$ cat config.mk
export PLATFORM = sky130hd
export DESIGN_NAME = stopwatch_lap_ctrl
export DESIGN_NICKNAME = d
export VERILOG_FILES = /design/src/rtl/stopwatch_pkg.sv /design/src/rtl/stopwatch_lap_ctrl_lap_buffer.sv /design/src/rtl/stopwatch_lap_ctrl.sv
export SDC_FILE = /design/constraint.sdc
export NUM_CORES = 1
export LEC_CHECK = 0
export ABC_CLOCK_PERIOD_IN_PS = 3200
export CAP_MARGIN = 20
export CORE_MARGIN = 4
export CORE_UTILIZATION = 56
export DETAILED_ROUTE_END_ITERATION = 8
export PLACE_DENSITY_LB_ADDON = 0.08
export SLEW_MARGIN = 10
export SYNTH_ARGS = -nofsm -noshare
export SYNTH_HDL_FRONTEND = slang
export SYNTH_SLANG_ARGS = --single-unit
$ cat constraint.sdc
create_clock -name clk -period 3.2 [get_ports clk]
set_clock_uncertainty 0.2 [all_clocks]
set_input_delay 0.64 -clock clk [delete_from_list [all_inputs] [get_ports clk]]
set_output_delay 0.64 -clock clk [all_outputs]
set_load 0.03 [all_outputs]
$ cat src/rtl/stopwatch_pkg.sv
// Shared constants and state encoding for the stopwatch lap controller.
package stopwatch_pkg;

    typedef enum logic [1:0] {
        IDLE    = 2'd0,
        RUNNING = 2'd1,
        PAUSED  = 2'd2,
        RECALL  = 2'd3
    } state_t;

    localparam int TIME_W  = 24;
    localparam int DIGIT_W = 4;

    // Digit fields inside the time word: {min_h, min_l, sec_h, sec_l, hsec_h, hsec_l}
    localparam int HSEC_L_LSB = 0;
    localparam int HSEC_H_LSB = 4;
    localparam int SEC_L_LSB  = 8;
    localparam int SEC_H_LSB  = 12;
    localparam int MIN_L_LSB  = 16;
    localparam int MIN_H_LSB  = 20;

    localparam int FREEZE_TICKS_DEF = 200;

endpackage

$ cat src/rtl/stopwatch_lap_ctrl_lap_buffer.sv
// Lap register file: sequential writes with a saturating count, clear, and
// a combinational read port.
module lap_buffer #(
    parameter int DEPTH = 4,
    parameter int TW    = 24,
    localparam int IW   = $clog2(DEPTH),
    localparam int CW   = IW + 1
) (
    input  logic          clk,
    input  logic          rst_n,
    input  logic          wr_en,
    input  logic [TW-1:0] wr_data,
    input  logic          clr,
    input  logic [IW-1:0] rd_idx,
    output logic [TW-1:0] rd_data,
    output logic [IW-1:0] wptr,
    output logic [CW-1:0] count,
    output logic          full
);

    logic [TW-1:0] mem [DEPTH];
    logic [CW-1:0] count_q;

    // Laps are only ever appended or cleared all at once, so the write
    // pointer is simply the fill count.
    assign wptr    = count_q[IW-1:0];
    assign count   = count_q;
    assign full    = (count_q == CW'(DEPTH));
    assign rd_data = mem[rd_idx];

    always_ff @(posedge clk or negedge rst_n) begin
        if (!rst_n) begin
            count_q <= '0;
            for (int i = 0; i < DEPTH; i++) begin
                mem[i] <= '0;
            end
        end else if (clr) begin
            count_q <= '0;
        end else if (wr_en && !full) begin
            mem[wptr] <= wr_data;
            count_q   <= count_q + CW'(1);
        end
    end

endmodule

$ cat src/rtl/stopwatch_lap_ctrl.sv
// Stopwatch sequencing: key decode into counter controls, lap capture with a
// timed display freeze, and lap recall while paused.
module stopwatch_lap_ctrl
    import stopwatch_pkg::*;
#(
    parameter int LAP_DEPTH    = 4,
    parameter int FREEZE_TICKS = FREEZE_TICKS_DEF,
    parameter int TW           = TIME_W,
    localparam int IW          = $clog2(LAP_DEPTH),
    localparam int CW          = IW + 1
) (
    input  logic          clk,
    input  logic          rst_n,
    input  logic          key_s_pressed,
    input  logic          key_r_pressed,
    input  logic          key_l_pressed,
    input  logic          tick_100hz,
    input  logic [TW-1:0] time_bcd,
    output logic          cnt_en,
    output logic          cnt_clr,
    output logic [TW-1:0] disp_bcd,
    output logic          disp_is_lap,
    output logic [IW-1:0] lap_idx,
    output logic [CW-1:0] lap_count,
    output logic          lap_full,
    output logic [1:0]    state_o
);

    localparam int FW = $clog2(FREEZE_TICKS + 1);

    state_t        state;
    logic [FW-1:0] freeze_cnt;
    logic [IW-1:0] lap_idx_q;
    logic [IW-1:0] wptr;
    logic [TW-1:0] rd_data;
    logic          buf_wr;
    logic          buf_clr;

    // Keys are one-cycle pulses with no handshake; when several coincide,
    // S beats R beats L and the losers are simply dropped.
    assign buf_wr  = (state == RUNNING) && key_l_pressed && !key_s_pressed && !key_r_pressed;
    assign buf_clr = ((state == PAUSED) || (state == RECALL)) && key_r_pressed && !key_s_pressed;

    lap_buffer #(
        .DEPTH (LAP_DEPTH),
        .TW    (TW)
    ) u_lap_buffer (
        .clk     (clk),
        .rst_n   (rst_n),
        .wr_en   (buf_wr),
        .wr_data (time_bcd),
        .clr     (buf_clr),
        .rd_idx  (lap_idx_q),
        .rd_data (rd_data),
        .wptr    (wptr),
        .count   (lap_count),
        .full    (lap_full)
    );

    always_ff @(posedge clk or negedge rst_n) begin
        if (!rst_n) begin
            state      <= IDLE;
            freeze_cnt <= '0;
            lap_idx_q  <= '0;
        end else begin
            case (state)
                IDLE: begin
                    freeze_cnt <= '0;
                    if (key_s_pressed) state <= RUNNING;
                end
                RUNNING: begin
                    if (tick_100hz && freeze_cnt != '0) freeze_cnt <= freeze_cnt - FW'(1);
                    if (key_s_pressed) begin
                        state      <= PAUSED;
                        freeze_cnt <= '0;
                    end else if (buf_wr && !lap_full) begin
                        freeze_cnt <= FW'(FREEZE_TICKS);
                        lap_idx_q  <= wptr;
                    end
                end
                PAUSED: begin
                    freeze_cnt <= '0;
                    if (key_s_pressed) begin
                        state <= RUNNING;
                    end else if (key_r_pressed) begin
                        state     <= IDLE;
                        lap_idx_q <= '0;
                    end else if (key_l_pressed && lap_count != '0) begin
                        state     <= RECALL;
                        lap_idx_q <= '0;
                    end
                end
                RECALL: begin
                    freeze_cnt <= '0;
                    if (key_s_pressed) begin
                        state <= PAUSED;
                    end else if (key_r_pressed) begin
                        state     <= IDLE;
                        lap_idx_q <= '0;
                    end else if (key_l_pressed) begin
                        lap_idx_q <= ({1'b0, lap_idx_q} == lap_count - CW'(1)) ? '0 : lap_idx_q + IW'(1);
                    end
                end
                default: begin
                    state      <= IDLE;
                    freeze_cnt <= '0;
                    lap_idx_q  <= '0;
                end
            endcase
        end
    end

    assign cnt_en      = (state == RUNNING);
    assign cnt_clr     = (state == IDLE);
    assign disp_is_lap = ((state == RUNNING) && freeze_cnt != '0) || (state == RECALL);
    assign disp_bcd    = disp_is_lap ? rd_data : time_bcd;
    assign lap_idx     = lap_idx_q;
    assign state_o     = state;

endmodule

==> flow_summary.ini <==
[outcome]
status = complete, no violations

[yosys]
yosysUniqueCellTypes = 44
syn-num-nets = 410
ys.flop_type = dfrtp_1
async_flop_share_pct = 100.0
synth_top_area_share_pct = 49.80
synth_top_area_cell = dfrtp_1
synthCells = 373
yosys_register_bits = 111
synth_top_family_by_area = multiplexers
synth.area.mux_share_pct = 35.26
synth_edf_count = 0
synthAdderAreaFrac_pct = 1.570
synth_warnings = 0
synth.avg_cell_area_sq_um = 14.95
seq_area_frac_synth_pct = 49.80
synth_area_leaders = dfrtp_1, mux2_2, mux4_2, mux2_4, buf_6
mappedNetlistArea_sq_mm = 0.005578
synth-compound-area-share_pct = 2.759
synth_xor_area_share_pct = 1.570
synth-simple-area-share_pct = 5.361

[setup_path]
crit_arrival_ns = 2.26
critical_path.startpoint_type = flip-flop
cp-end-kind = output pin
crit_required_ns = 2.36
reg2reg_from = u_lap_buffer.count[0]$_DFFE_PN0P_
worstSetupStartpoint = freeze_cnt[1]$_DFFE_PN0P_
cp_max_fo = 11
critPathKind = flip-flop to output pin

[run]
cap_violations = 0

[global_routing]
grt_use_total_pct = 20.22
grt_pass1_vias = 3511
grt_first_pass_wirelength_um = 18060
gr-total-overflow = 0
antenna_found_initial = 0
grt_max_degree = 68

[worst_hold_path]
min_path_type = input pin to asynchronous set/reset pin

[final_layout]
syn2layout_area_growth_pct = 16.78
drive_above_1_share_pct = 48.44
nets = 482
antenna_cells = 0

[floorplanning]
die_w_um = 107.8
die_y_um = 107.8
dieArea_sq_mm = 0.01162
row_count = 36
core_area_sq_mm = 0.009729
num_io_pins = 65
initial_core_util_pct = 57.33

[placed_design]
portBuffers = 64
dp_hpwl_um = 7024
gp_congestion = 0.8286

[route]
wl_per_cell_um = 18.86
vias = 3301
ant_nets = 0
dr.pass1.iters = 4
finalWirelength_um = 11000
drt_iter0_markers = 142
viasPerCell = 5.662
remaining_drc_errors = 0

[timing]
worstMarginPinSlew_ns = 0.8714
setup_viol = 0
slew_viol_final = 0
setup_tns_ns = 0
post-route-period-util_pct = 96.72
holdWs_ns = 0.1689
fmax_mhz = 323.1
slew-limit-headroom_pct = 41.91
layout_min_cycle_time_ns = 3.095
hold_viol = 0

[cts]
cts.sinks = 111
cts_root_buf = clkbuf_8
h-tree-depth = 3
numCtsBuffers = 9
cts_tree = yes
clk_pin_slew_ns = 0.10
insertion_delay_ns = 0.37
cts_buffer_depth = 2

[power]
leakage_uw = 0.003094
p_total_uw = 5645
powerDensity_mw_per_mm2 = 866.7
ir_drop_v = 0.0004203
-- through the flow --
| stage | std cells | cell area, sq um | util [%] | setup WS, ns |
|---|---|---|---|---|
| after CTS | 583 | 6499 | 66.80 | 0.03876 |
| after floorplan | 373 | 5578 | - | 0.4263 |
| after global placement | 566 | 6404 | 65.82 | 0.1365 |
| after detailed placement | 566 | 6404 | 65.82 | 0.09637 |
| final | 583 | 6514 | 66.95 | 0.1048 |
| after global routing | 583 | 6514 | 66.95 | -0.04276 |
-- cells in the mapped netlist, drive strengths merged (2+ instances only) --
library cell / n
nand3b: 2
clkbuf: 2
a211oi: 2
and2b: 2
ha: 7
xor2: 5
dfrtp: 111
mux4: 24
inv: 12
or4b: 2
xnor2: 5
a31o: 2
mux2i: 3
nand2: 10
nand3: 3
nor3b: 3
nand2b: 2
nor2: 10
o31ai: 2
a21oi: 11
buf: 18
mux2: 120
-- worst max-delay path: stages, from the launching register on --
cell and delay [ns]:
dfrtp_1 0.39, inv_1 0.08, ha_2 0.19, nor3b_4 0.23
nand3_2 0.15, nand2_4 0.15, buf_12 0.15, mux2_2 0.37
buf_4 0.18
-- report_power, final --
part | total, uW | switching [uW] | internal, uW
sequential | 2300 | 325 | 1970
clock | 851 | 466 | 384
combinational | 2490 | 1130 | 1370
-- cells in the final DEF (no fill, tap or decap), drive strengths merged, types with 3 or more instances in the layout --
master / Yosys / final
clkbuf: 2 / 11
xnor2: 5 / 5
mux2i: 3 / 3
nand3: 3 / 3
nor2: 10 / 10
nand2: 10 / 10
clkdlybuf4s50: 0 / 37
inv: 12 / 13
ha: 7 / 7
a21oi: 11 / 11
xor2: 5 / 5
dfrtp: 111 / 111
nor3b: 3 / 3
mux4: 24 / 24
mux2: 120 / 120
buf: 18 / 42
-- flip-flops by register name (all words and copies together) (netlist names) --
name,cells
u_lap_buffer.mem,96
freeze_cnt,8
u_lap_buffer.count,3
lap_idx,2
state_o,2
-- final cells by class --
| cell class | count | area, sq um |
|---|---|---|
| repair buffers | 81 | 711.9 |
| flip-flops and latches | 111 | 2779 |
| multi-input cells | 230 | 2614 |
| inverters | 12 | 45.04 |
| fillers | 742 | 3216 |
| clock inverters | 5 | 56.30 |
| well taps | 133 | 166.4 |
| clock buffers | 11 | 141.4 |
-- cell families after synthesis --
group	after synthesis
simple gates	42
buf+inv	32
flops	111
fa+ha+maj	7
xor+xnor	10
compound gates	24
mux	147
-- layer usage --
metal / wire (um) / vias to the layer above / global-route usage (%) / part of all wire, %
met2: 5541 / 59 / 34.06 / 50
met1: 4858 / 1720 / 26.42 / 44
met3: 449 / 9 / 5.219 / 4.1
li1: - / 1513 / - / -
met5: 0 / - / 0 / 0
met4: 148 / 0 / 4.689 / 1.3
-- repair_timing --
item | 4_1_cts | 5_1_grt
pin swaps | 0 | 1
resized for setup | 117 | 4
hold buffers | 0 | 0
buffers inserted | 1 | 0
hold endpoints to repair | 0 | 0
endpoints found under the setup margin | 24 | 25
-- final timing paths --
| kind | end | slack [ns] | depth (start not counted) |
|---|---|---|---|
| max | disp_bcd[21] | 0.10 | 8 |
| max reg2reg | u_lap_buffer.mem[67]$_DFFE_PN0P_ | 0.55 | 6 |
| min in group clk | u_lap_buffer.mem[40]$_DFFE_PN0P_ | 0.31 | 1 |
| max in group asynchronous | u_lap_buffer.mem[55]$_DFFE_PN0P_ | 1.89 | 2 |
| min | freeze_cnt[6]$_DFFE_PN0P_ | 0.17 | 1 |
| min reg2reg | u_lap_buffer.mem[40]$_DFFE_PN0P_ | 0.31 | 1 |
Note: power is estimated with default switching activity, not from simulation.
